`src/rtl/fetch_exec_ctrl.sv`:
```
// Multi-cycle fetch/execute sequencer for the IR/RF/ARF datapath: two-byte fetch from PC,
// then one register-level operation per instruction.
module fetch_exec_ctrl #(
    parameter int unsigned CNT_W = 8
) (
    input  logic             clock_i,
    input  logic             reset_i,
    input  logic             start_i,
    input  logic             mem_ack_i,
    input  logic [15:0]      ir_q_i,
    output logic             mem_req_o,
    output logic             ir_enable_o,
    output logic             ir_lh_o,
    output logic [1:0]       ir_funsel_o,
    output logic [1:0]       rf_funsel_o,
    output logic [3:0]       rf_regsel_o,
    output logic [3:0]       rf_tsel_o,
    output logic [1:0]       arf_funsel_o,
    output logic [3:0]       arf_regsel_o,
    output logic [1:0]       arf_outbsel_o,
    output logic             bus_sel_o,
    output logic             busy_o,
    output logic             halted_o,
    output logic [CNT_W-1:0] instr_cnt_o
);

    localparam logic [1:0] FsClr  = 2'b00;
    localparam logic [1:0] FsLoad = 2'b01;
    localparam logic [1:0] FsDec  = 2'b10;
    localparam logic [1:0] FsInc  = 2'b11;

    typedef enum logic [2:0] {
        StIdle,
        StFetchL,
        StFetchH,
        StExec,
        StHalt
    } state_e;

    state_e           state_q, state_d;
    logic [CNT_W-1:0] cnt_q, cnt_d;

    logic [2:0] op;
    logic [1:0] dst;
    logic [3:0] dst_sel;
    logic       ack;
    logic       unused_ir;

    assign op        = ir_q_i[15:13];
    assign dst       = ir_q_i[12:11];
    assign dst_sel   = 4'b1000 >> dst;
    assign unused_ir = ^ir_q_i[10:0];
    // Reset wins over a same-cycle ack so an abandoned fetch writes neither IR nor PC.
    assign ack       = mem_ack_i & ~reset_i;

    always_comb begin
        state_d = state_q;
        cnt_d   = cnt_q;
        unique case (state_q)
            StIdle:   if (start_i) state_d = StFetchL;
            StFetchL: if (ack) state_d = StFetchH;
            StFetchH: if (ack) state_d = StExec;
            StExec: begin
                cnt_d   = cnt_q + CNT_W'(1);
                state_d = (op == 3'b111) ? StHalt : StFetchL;
            end
            StHalt:   state_d = StHalt;
            default:  state_d = StIdle;
        endcase
    end

    always_ff @(posedge clock_i) begin
        if (reset_i) begin
            state_q <= StIdle;
            cnt_q   <= '0;
        end else begin
            state_q <= state_d;
            cnt_q   <= cnt_d;
        end
    end

    always_comb begin
        mem_req_o     = 1'b0;
        ir_enable_o   = 1'b0;
        ir_lh_o       = 1'b0;
        ir_funsel_o   = FsClr;
        rf_funsel_o   = FsClr;
        rf_regsel_o   = 4'b0000;
        rf_tsel_o     = 4'b0000;
        arf_funsel_o  = FsClr;
        arf_regsel_o  = 4'b0000;
        arf_outbsel_o = 2'b00;
        bus_sel_o     = 1'b0;
        unique case (state_q)
            StFetchL, StFetchH: begin
                mem_req_o = 1'b1;
                ir_lh_o   = (state_q == StFetchH);
                if (ack) begin
                    ir_enable_o  = 1'b1;
                    ir_funsel_o  = FsLoad;
                    arf_regsel_o = 4'b1000;
                    arf_funsel_o = FsInc;
                end
            end
            StExec: begin
                unique case (op)
                    3'b001: begin
                        rf_regsel_o = dst_sel;
                        rf_funsel_o = FsLoad;
                        bus_sel_o   = 1'b1;
                    end
                    3'b010: begin
                        rf_regsel_o = dst_sel;
                        rf_funsel_o = FsInc;
                    end
                    3'b011: begin
                        rf_regsel_o = dst_sel;
                        rf_funsel_o = FsDec;
                    end
                    3'b100: begin
                        rf_regsel_o = dst_sel;
                        rf_funsel_o = FsClr;
                    end
                    3'b110: begin
                        arf_regsel_o = 4'b1000;
                        arf_funsel_o = FsLoad;
                        bus_sel_o    = 1'b1;
                    end
                    default: ;
                endcase
            end
            default: ;
        endcase
    end

    assign busy_o      = (state_q == StFetchL) || (state_q == StFetchH) || (state_q == StExec);
    assign halted_o    = (state_q == StHalt);
    assign instr_cnt_o = cnt_q;

endmodule

```
`config.mk`:
```
export PLATFORM = sky130hd
export DESIGN_NAME = fetch_exec_ctrl
export DESIGN_NICKNAME = d
export VERILOG_FILES = /design/src/rtl/fetch_exec_ctrl.sv
export SDC_FILE = /design/constraint.sdc
export NUM_CORES = 1
export LEC_CHECK = 0
export CORE_MARGIN = 2
export CORE_UTILIZATION = 37
export CTS_CLUSTER_SIZE = 14
export DETAILED_ROUTE_END_ITERATION = 6
export GPL_ROUTABILITY_DRIVEN = 0
export PLACE_DENSITY = 0.89
export SYNTH_ARGS = -nofsm -noshare
export SYNTH_HDL_FRONTEND = slang
export SYNTH_SLANG_ARGS = --single-unit
```
`constraint.sdc`:
```
create_clock -name clock_i -period 2.3 [get_ports clock_i]
set_input_delay 0.345 -clock clock_i [delete_from_list [all_inputs] [get_ports clock_i]]
set_output_delay 0.345 -clock clock_i [all_outputs]
set_load 0.05 [all_outputs]
```
# After elaboration in Yosys (flattened, before gate mapping)

Index checks and enable logic that the tools add are counted.

Register bits after elaboration: 11
Bits in latches: 0
Memory bits (writable): 0
Bits in read-only memories: 0
Bits of input ports: 20
Word-level logic and storage cells: 49
Memories: 0

$add $sub $neg: 1
Multiply operators: 0
Div/mod/pow operators: 0
Magnitude comparators: 0
Eq/ne operators: 13
Shift operators: 1
Muxes and demuxes: 23
Bitwise gates (word level): 2
Reduce and logical (&&, ||, !) cells: 7

Operators with widths:

| operator                                            | count |
|---|---|
| two-way mux 4 bit                                   | 4 |
| one-hot mux 3 bit (5 select lines)                  | 1 |
| equality test 3 x 2 -> 1 bit, second input constant | 4 |
| equality test 3 bit, second input constant          | 4 |
| two-way mux 3 bit                                   | 4 |
| two-way mux 1 bit                                   | 9 |
| adder 8 x 1 -> 8 bit, second input constant         | 1 |
| one-hot mux 4 bit (2 select lines)                  | 1 |
| equality test 3 x 1 -> 1 bit, second input constant | 2 |
| != test 2 bit, second input constant                | 3 |
| one-hot mux 2 bit (3 select lines)                  | 1 |
| two-way mux 2 bit                                   | 2 |
| one-hot mux 2 bit (2 select lines)                  | 1 |
| OR reduction 2 bit                                  | 2 |
| OR reduction 4 bit                                  | 1 |
| >> shifter 4 x 2 -> 4 bit, first input constant     | 1 |
| zero test 3 bit                                     | 1 |
| AND reduction 3 bit                                 | 1 |
| logical OR 1 bit                                    | 2 |
| AND 1 bit                                           | 1 |
| inverter 1 bit                                      | 1 |

# Longest topological paths before layout

Gate-level depths: netlist of the first run.

Depth after elaboration: 4
Depth in mapped cells: 5

# Worst setup path after synthesis of the first run

Ideal clock, no wire load.

Path type: reg-to-output
From: reg state_q[0]
To: out arf_regsel_o[3]
Data arrival time: 2161 ps
Required time: 1955 ps
Path slack: -206 ps
Cell stages (with the launch flop): 6
Buffers on the path: 2
Cell sequence: dfxtp_1 -> buf_2 -> xor2_1 -> and3_1 -> o21bai_1 -> buf_4

Longest elaborated chain between the ends: 3
Elaborated cells between the ends (all ways): 5
Those cells by class: 3 x eq/ne; 1 x mux; 1 x reduce/logical

RTL lines:

| item                                                                                | RTL line | text |
|---|---|---|
| start: declaration                                                                  | 40       | `state_e state_q, state_d;` |
| start signal: assignment                                                            | 74       | `state_q <= StIdle;` |
| start signal: assignment                                                            | 77       | `state_q <= state_d;` |
| equality test 3 x 2 -> 1 bit / equality test 3 x 1 -> 1 bit (equally long branches) | 94       | `unique case (state_q)` |
| OR reduction 2 bit                                                                  | 94       |  |
| one-hot mux 4 bit (2 select lines) (*)                                              | 94       |  |
| end: declaration                                                                    | 19       | `output logic [3:0] arf_regsel_o,` |

Every way passes the cells marked *; elsewhere a longest branch is shown, timed or not.

# Worst setup path in the final report of the first run

From: in ir_q_i[14]
To: out rf_regsel_o[3]

Longest elaborated chain between the ends: 4
Elaborated cells between the ends (all ways): 7
Those cells by class: 4 x eq/ne; 2 x mux; 1 x reduce/logical

RTL lines:

| item                                                       | RTL line | text |
|---|---|---|
| start: declaration                                         | 10       | `input logic [15:0] ir_q_i,` |
| equality test 3 x 1 -> 1 bit, or another cell as far along | 106      | `unique case (op)` |
| OR reduction 4 bit (no source line) (*)                    | -        |  |
| two-way mux 4 bit (*)                                      | 106      |  |
| two-way mux 4 bit (*)                                      | 94       |  |
| end: declaration                                           | 16       | `output logic [3:0] rf_regsel_o,` |

Marked as above.

==> impl_results.md, run 1 <==
* Setup TNS at 0 ps
* Mapped Area at between 700 and 800 sq um
* RSZ-0062 raised after global routing: no
* Peak supply drop at 0.252 mV
* Drt first pass iters at 3
* Area growth, synth to finish at 53.3%
* Final nets at 149
* Worst setup SP type: input pin
* IO Port Bufs at 32
* Pre-CTS WS at 203 ps
* Max incr delay on CP at 610 ps
* Routed length per instance at 11.6 um
* Final number of max-transition violations at 0
* Hold-fix buffers, CTS at 0
* Total power at 0.532 mW
* Final hold violations at 0
* DRC at 0
* Fraction of synthesis flops using an asynchronous set or reset pin at 0%
* Ant diodes at 0
* Gr usage total at 15.1%
* Ys flop type: dfxtp_1
* Tmin final at 2110 ps
* Post-synthesis sequential area ratio at ~28%
* Most common cell after layout, fill and taps aside: clkdlybuf4s50_1
* CTS buffer count at 3
* DIE AREA at ~0.0025 sq mm
* Worst-Margin Slew at 500 ps
* Vias at 758
* WP buf/inv at 2
* CTS tree: done
* Pin count of the biggest net entering global routing at 13
* Critical path's slowest cell: clkdlybuf4s50_1
* 1st-iter DRT viols at 10
* Clock Skews at approximately 1.0 ps
* Vias per inst at 4.92
* Initial core utilization at 39.5%
* Worst setup margin at about 190 ps
* Antenna Nets Post-Route at 0
* Maximum fanout along the worst path at 8
* Syn Area/Cell at 7.82 sq um
* H-tree lvl count at 1
* Worst path arrival time at approximately 1800 ps
* Post-synth EDFFs at 0
* GRT Residual Overflow at 0
* Post-DP HPWL at 1400 um
* Height of the chip at 49.8 um
* Storage element area at about 220 sq um
* Die W at 49.8 um
* Yosys reg bits at 11
* Setup Crit Path Kind: in2out
* Min Hold Slack at 483 ps
* Number of global-route vias before repair at 736
* Count of different cell masters after synthesis at 33
* Worst hold path type: reg2reg
* FMAX at 473 MHz
* Root Buffer: clkbuf_4
* Delay-heaviest family, CP: buffers and inverters
* CP endpoint kind: output port
* CTS sink count at 11
* Status: finished clean
* Placeable Area at around 0.0020 sq mm
* Fillers at 184
* CTS max path bufs at 2
* # IOs at 54
* Max cap viols at 0
* Share of cells above drive strength 1 at 18.1%
* Worst-Skew Late Latency at 260 ps
* Pwr/cell area at 448 mW/mm^2
* First-pass GRT wire length at 2870 um
* Final Setup Violations at 0
* Crit path cell chain: clkdlybuf4s50_1 -> or3_1 -> nand3_1 -> nor3_1 -> buf_12
* Cell row count at 16
* Multi-input gate area at 448 sq um
* Leakage at between 0.4 and 0.5 nW
* Post-Synthesis Cells at 99
* Most frequent cells in the layout: clkdlybuf4s50_1, buf_12, conb_1, dfxtp_1
* Post-layout util at between 60% and 70%
* Final WL at roughly 1800 um
* Req. time, crit path at approximately 2000 ps
* Yosys synthesis warning count at 0
* Final worst path period share at 91.9%
* Slew HR at 66.5%
* Worst-path clk slew at 70 ps
* Initial antenna violation count at 0
-- synthesized netlist by cell type (all sizes together), types with 2 or more instances --
cell    instances  area share [%]
o31ai           2             1.9
clkbuf          2            0.97
nor3b           3             2.9
o21ai           5             3.2
nand3b          2             3.6
nor2            8             3.9
buf            16              16
and3            2             1.6
nand4           3             2.4
or3             4             3.2
a21oi           8             5.2
xor2            2             2.3
xnor2           2             2.3
nand2           6             2.9
dfxtp          11              28
nor3            5             3.2
or4             2             1.9
inv             3             1.5
nand3           2             1.3
-- routing by layer --
layer	global-route usage, %	share of wire (%)
met5	0	0
met4	10.2	2.1
met3	4.24	5.8
met2	27.1	53
met1	15.0	39
-- timing repair --
item,in CTS,in global routing
buffers inserted,0,0
setup endpoints to repair,0,7
gates resized for setup,0,3
-- per-stage QoR --
stage / area (sq um) / std cells
floorplan: 812 / 108
global placement: 1160 / 150
detailed placement: 1160 / 150
CTS: 1180 / 154
global route: 1190 / 154
finish: 1190 / 154
-- cell families after synthesis --
group	Yosys count	synth area share, %
AOI/OAI and AO/OA	19	14.4
xor gates and xnor gates	4	4.52
adders and majority gates	1	1.62
buffers and inverters	21	18.6
DFF	11	28.4
other	1	0.484
and+or+nand+nor	42	32.0
-- worst paths after layout --
kind,depth (start not counted),end,startpoint,slack (ps)
hold reg to reg,2,instr_cnt_o[7],instr_cnt_o[7],480
setup reg to reg,3,instr_cnt_o[5],state_q[2],880
setup / recovery,5,rf_regsel_o[3],ir_q_i[14],190
hold / removal,2,instr_cnt_o[7],instr_cnt_o[7],480
-- flip-flops by register name, indices dropped and copies added, names as in the netlist --
signal       flops
state_q          3
instr_cnt_o      8
-- layout make-up --
| cell class | instances | share of cell area [%] |
|---|---|---|
| multi-input cells | 76 | 37.7 |
| inverters | 3 | 0.948 |
| clock buffers | 4 | 2.21 |
| well taps | 27 | 2.85 |
| flip-flops and latches | 11 | 18.8 |
| repair buffers | 33 | 37.5 |
-- power by group --
part / leakage (nW) / internal (mW) / switching, mW
Clock: 0.0150 / 0.0671 / 0.0623
Sequential: 0.0897 / 0.196 / 0.0124
Combinational: 0.376 / 0.0683 / 0.127
-- worst min-delay path: cells and delay by family (launching register included) --
kind / cells / cell delay (ps)
DFF: 1 / 320
AOI/OAI and AO/OA: 2 / 120
Power figures use the tool's default switching activity.
==> run 2, diff against run 1 <==
--- a/config.mk
+++ b/config.mk
@@ -5,12 +5,15 @@
 export SDC_FILE = /design/constraint.sdc
 export NUM_CORES = 1
 export LEC_CHECK = 0
+export CELL_PAD_IN_SITES_DETAIL_PLACEMENT = 1
+export CELL_PAD_IN_SITES_GLOBAL_PLACEMENT = 1
+export CORE_ASPECT_RATIO = 0.75
 export CORE_MARGIN = 2
-export CORE_UTILIZATION = 37
+export CORE_UTILIZATION = 25
 export CTS_CLUSTER_SIZE = 14
 export DETAILED_ROUTE_END_ITERATION = 6
 export GPL_ROUTABILITY_DRIVEN = 0
-export PLACE_DENSITY = 0.89
+export PLACE_DENSITY = 0.9
 export SYNTH_ARGS = -nofsm -noshare
 export SYNTH_HDL_FRONTEND = slang
 export SYNTH_SLANG_ARGS = --single-unit
==> run 2 against run 1 <==
First-iteration DRC count grew to 3.1 times the previous value. Cell area grew 3.6%. Largest power group unchanged. Critical path depth shrank 3. Maximum frequency shrank 0.59%. Clock skew is essentially flat. Critical path type is now reg2out. Highest routed layer unchanged. Via count grew 7.1%. Critical endpoint is now ir_lh_o. Power grew 15%.
==> impl_results.md, run 2 (synthesis results as in run 1) <==
* Worst hold path endpoint: instr_cnt_o[7]
* Leakage at 0.477 nW (-0.75%)
* Share of cells above drive strength 1 at 19.5% (+1.4 points)
* Final hold violations at 0 (unchanged)
* Placeable Area at 0.00296 sq mm (+51%)
* CTS tree: done
* Die W at 68.3 um (+37%)
* Final WL at 2360 um (+33%)
* Max incr delay on CP at 840 ps (+230 ps)
* Worst-Margin Slew at 508 ps (+8.04 ps)
* CP endpoint kind: output port
* DIE AREA at 0.00356 sq mm (+44%)
* Most common cell after layout, fill and taps aside: clkdlybuf4s50_1
* Final Setup Violations at 0 (unchanged)
* Clock Skews at 1.36 ps (+0.350 ps)
* Pin count of the biggest net entering global routing at 13 (unchanged)
* Tmin final at 2130 ps (+12.6 ps)
* Cell row count at 17 (+1)
* Met2 routed WL at 1280 um (+34%)
* 1st-iter DRT viols at 31 (+21)
* Final worst path period share at 92.4% (+0.55 points)
* Drt first pass iters at 2 (-1)
* CTS buffer count at 3 (unchanged)
* Ant diodes at 0 (unchanged)
* Max reg flops at 8 (unchanged)
* Hold-fix buffers, CTS at 0 (unchanged)
* H-tree lvl count at 1 (unchanged)
* Met3 routed WL at 120 um (+15%)
* Area growth, synth to finish at 58.8%
* Hold_sp: instr_cnt_o[7]
* Multi-input gate area at 453 sq um (+1.1%)
* Worst path arrival time at 1780 ps (about the same)
* Critical R2R Capture: instr_cnt_o[6]
* Vias at 812 (+7.1%)
* Status: finished clean
* IO Port Bufs at 32 (unchanged)
* FF-to-FF setup slack at 860 ps (-20 ps)
* Total power at 0.611 mW (+15%)
* Crit path cell chain: nor3b_1 -> clkdlybuf4s50_1
* Critical path's slowest cell: clkdlybuf4s50_1
* Gr usage total at 15.1% (-0.086 points)
* Met1 wire length at 897 um (+30%)
* CTS sink count at 11 (unchanged)
* # IOs at 54 (unchanged)
* Worst setup SP type: flop
* Storage element area at 223 sq um (unchanged)
* Top layer in use: met4
* Height of the chip at 52.2 um (+4.9%)
* Post-DP HPWL at 1900 um (+36%)
* Worst-path clk slew at 50 ps (-20 ps)
* Root Buffer: clkbuf_8
* Reg2reg start: instr_cnt_o[0]
* Hold path cells at 2 (unchanged)
* Worst-Skew Late Latency at 240 ps (-20 ps)
* DRC at 0 (unchanged)
* Pwr/cell area at 497 mW/mm^2 (+11%)
* Vias per inst at 4.89 (-0.62%)
* Final nets at 150 (+0.67%)
* Routed length per instance at 14.2 um (+23%)
* GRT Residual Overflow at 0 (unchanged)
* Initial core utilization at 26.2% (-13 points)
* Fillers at 351 (+91%)
* Slew HR at 66.0% (-0.54 points)
* Initial antenna violation count at 0 (unchanged)
* Peak supply drop at 0.212 mV (-16%)
* Maximum fanout along the worst path at 10 (+2)
* Worst hold path type: reg2reg
* Final number of max-transition violations at 0 (unchanged)
* FMAX at 470 MHz (-0.59%)
* Req. time, crit path at 1960 ps (about the same)
* First-pass GRT wire length at 3890 um (+36%)
* Antenna Nets Post-Route at 0 (unchanged)
* Post-layout util at 41.6% (-19 points)
* CTS max path bufs at 2 (unchanged)
* Most frequent cells in the layout: clkdlybuf4s50_1, buf_12, conb_1, dfxtp_1
* Max cap viols at 0 (unchanged)
* Number of global-route vias before repair at 810 (+10%)
* Setup Crit Path Kind: reg2out
* Worst reg2reg path depth at 4 (+1)
[run 2: changes by cell type in the layout (fill, tap and decap cells not counted), sizes merged]
cell | previous run | this run
buf | 15 | 16
dlymetal6s2s | 1 | 0
clkdlybuf4s50 | 17 | 18
[run 2: power by group]
group	internal, mW	switching (mW)
logic	0.0696	0.132
registers	0.196	0.0130
clock network	0.122	0.0784
total	0.388	0.223
[run 2: metal layers]
layer,vias up,GRT usage (%)
met5,-,0
met4,0,7.67
met3,7,3.44
met2,27,27.0
met1,393,16.5
li1,385,-
[run 2: final cells by class]
type	count	area share [%]
repair buffers	34	36.6
multi-input cells	76	36.8
clock buffers	4	3.66
well taps	38	3.87
flip-flops and latches	11	18.1
inverters	3	0.916
[run 2: how the worst max path moves through the flow]
stage / start / endpoint / slack (ps) / depth (start not counted)
global route: ir_q_i[13] / rf_regsel_o[3] / -2 / 5
CTS: state_q[1] / ir_lh_o / 10 / 2
floorplan: state_q[0] / rf_regsel_o[0] / -30 / 4
finish: state_q[1] / ir_lh_o / 170 / 2
detailed placement: ir_q_i[13] / rf_regsel_o[1] / 180 / 5
global placement: ir_q_i[13] / rf_regsel_o[0] / 270 / 5
[run 2: what timing repair did]
item	CTS	global route
gates resized for setup	0	3
setup endpoints to repair	0	7
endpoints found under the hold margin	0	0
buffers inserted	0	0
[run 2: stage by stage]
stage | hold WS [ps] | worst slack (ps) | TNS [ps] | cell area (sq um) | cells
floorplan | 428 | -30.4 | -140 | 812 | 108
global placement | 468 | 268 | 0 | 1180 | 162
detailed placement | 499 | 176 | 0 | 1180 | 162
CTS | 506 | 13.3 | 0 | 1220 | 166
global route | 535 | -2.08 | -2.08 | 1230 | 166
finish | 501 | 174 | 0 | 1230 | 166
[run 2: critical path: cells and delay by family (launching register included)]
kind | cells | cell delay (ps)
DFF | 1 | 440
buffers and inverters | 1 | 840
and+or+nand+nor | 1 | 250
==> edit, RTL diff (settings of run 1) <==
The 5 states of `state_e` get a one-hot encoding in 5 bits.
--- a/src/rtl/fetch_exec_ctrl.sv
+++ b/src/rtl/fetch_exec_ctrl.sv
@@ -29,12 +29,12 @@
     localparam logic [1:0] FsDec  = 2'b10;
     localparam logic [1:0] FsInc  = 2'b11;
 
-    typedef enum logic [2:0] {
-        StIdle,
-        StFetchL,
-        StFetchH,
-        StExec,
-        StHalt
+    typedef enum logic [4:0] {
+        StIdle   = 5'b00001,
+        StFetchL = 5'b00010,
+        StFetchH = 5'b00100,
+        StExec   = 5'b01000,
+        StHalt   = 5'b10000
     } state_e;
 
     state_e           state_q, state_d;
Function: no difference found for any inputs over 10 cycles, from zero or initial values and one cycle with reset_i high; not proved beyond that.
==> edit against run 1 <==
Wire length is 24% higher. Die area is 11% higher. Total power is 4.1% lower. Setup slack worse by 87 ps. Area after synthesis is 12% higher. Register-to-register slack worse by 400 ps. Utilization is 1.4 points higher. Highest routed layer unchanged. Final area is 15% higher. Combinational power is 35% lower. Sequential cell count is 2 higher.
==> edit: results (changes against run 1) <==
* Status: completed (unchanged)
* Num CTS Buffers at 3 (unchanged)
* Drt wl/cell at 12.65 µm (was 11.56 µm)
* Clock root cell: clkbuf_4 (unchanged)
* Post-synth top flop: dfxtp_1 (unchanged)
* Largest net degree at the start of global routing at 15 (was 13)
* DR vias/cell at 5.149 (was 4.922)
* Clk buf depth at 2 (unchanged)
* Layout filler cell count at 194 (was 184)
* Drt pass-1 iters at 4 (was 3)
* Static Leakage at 0.5532 nW (was 0.4807 nW)
* Synth warn at 0 (unchanged)
* Critical path's slowest cell: or3_4 (was clkdlybuf4s50_1)
* Reg clk slew, reported paths at 90 ps (was 70 ps)
* FFs w/ async S/R, synth at 0% (unchanged)
* Worst hold path type: flip-flop to flip-flop (unchanged)
* Initial antenna violation count at 0 (unchanged)
* Max FFs per register at 8 (unchanged)
* First-pass GRT wire length at 3.677 mm (was 2.870 mm)
* Vias in the first global route at 840 (was 736)
* Ant diodes at 0 (unchanged)
* Total Wirelength at 2.201 mm (was 1.780 mm)
* Cell count after placement at 169 (was 150)
* Pre-CTS setup slack at 102.6 ps (was 203.2 ps)
* CP Max Fanout at 5 (was 8)
* Initial drt markers at 19 (was 10)
* P_int at 0.3394 mW (was 0.3310 mW)
* CTS HTree Levels at 1 (unchanged)
* Final Skew at 7.285 ps (was 1.010 ps)
* Min-delay src: instr_cnt_o[7] (unchanged)
* Max incr delay on CP at 440 ps (was 610 ps)
* Clk_lat worst skew at 280 ps (was 260 ps)
* Gate Count Post-Synth at 112 (was 99)
* Largest cells by area after synthesis: dfxtp_1, buf_4, nor2_1 (was dfxtp_1, buf_4, a21oi_1)
* Post-synthesis sequential area ratio at 29.97% (was 28.43%)
* VDD IR max at 0.3008 mV (was 0.2521 mV)
* Layout cell share with drive strength beyond 1 at 21.92% (was 18.11%)
* Worst r2r src: state_q[1] (was state_q[2])
* Most instantiated cells after synthesis: dfxtp_1, buf_4, nor2_1 (was buf_4, dfxtp_1, a21oi_1, nor2_1, nand2_1)
* Port bufs at 32 (unchanged)
* Critical Path Source: state_q[4] (was ir_q_i[14])
* Synth unique cells at 35 (was 33)
* Crit path DAT at 1860 ps (was 1770 ps)
* Placed cell area at 0.001334 mm² (was 0.001156 mm²)
* Global-route total usage across every layer at 17.56% (was 15.15%)
* Hpwl dp at 1.716 mm (was 1.395 mm)
## edit: final cells by class
class,instances,area (µm²),area share (%)
clock buffers,4,26.28,1.918
inverters,4,15.01,1.096
multi-input cells,89,560.5,40.91
flip-flops and latches,13,260.3,19.00
well taps,28,35.03,2.557
repair buffers,36,473.0,34.52
## edit: metal layers
metal	share of wire (%)	track usage (%)	vias up	routed length, µm
li1	-	-	440	-
met1	42	20.03	431	921
met2	52	32.29	22	1152
met3	5.3	5.429	3	116
met4	0.50	2.564	0	11
met5	0	0	-	0
## edit: kinds of logic (layout without fill, tap and decap cells)
logic type      Yosys count  after routing  share of synthesized area, %
buf+inv                  19             44                         13.69
flops                    13             13                         29.97
xor+xnor                  7              7                         7.061
fa+ha+maj                 1              1                         1.441
compound gates           14             14                         11.09
other cells               1             10                        0.4319
simple gates             57             57                         36.31
## edit: path summary, 6_finish.rpt
kind / end / slack, ps / depth (start not counted)
max: arf_funsel_o[0] / 100 / 5
min: instr_cnt_o[7] / 500 / 2
max reg2reg: instr_cnt_o[7] / 480 / 4
min reg2reg: instr_cnt_o[7] / 500 / 2
## edit: worst max-delay path: cells and delay by family, from the launching register on
family	cells	cell delay [ps]
AOI/OAI and AO/OA	2	340
and+or+nand+nor	2	700
buffers and inverters	1	160
DFF	1	360
## edit: power by group through the flow
stage	Clock, mW	Combinational, mW	Sequential (mW)
global route	0.160	0.135	0.238
global placement	0	0.122	0.241
finish	0.147	0.127	0.237
detailed placement	0	0.126	0.242
CTS	0.152	0.126	0.237
floorplan	0	0.0993	0.240
## edit: timing repair
action                                 4_1_cts  5_1_grt
endpoints found under the hold margin        0        0
resized for setup                            0        1
buffers inserted                             0        1
setup endpoints to repair                    0        9
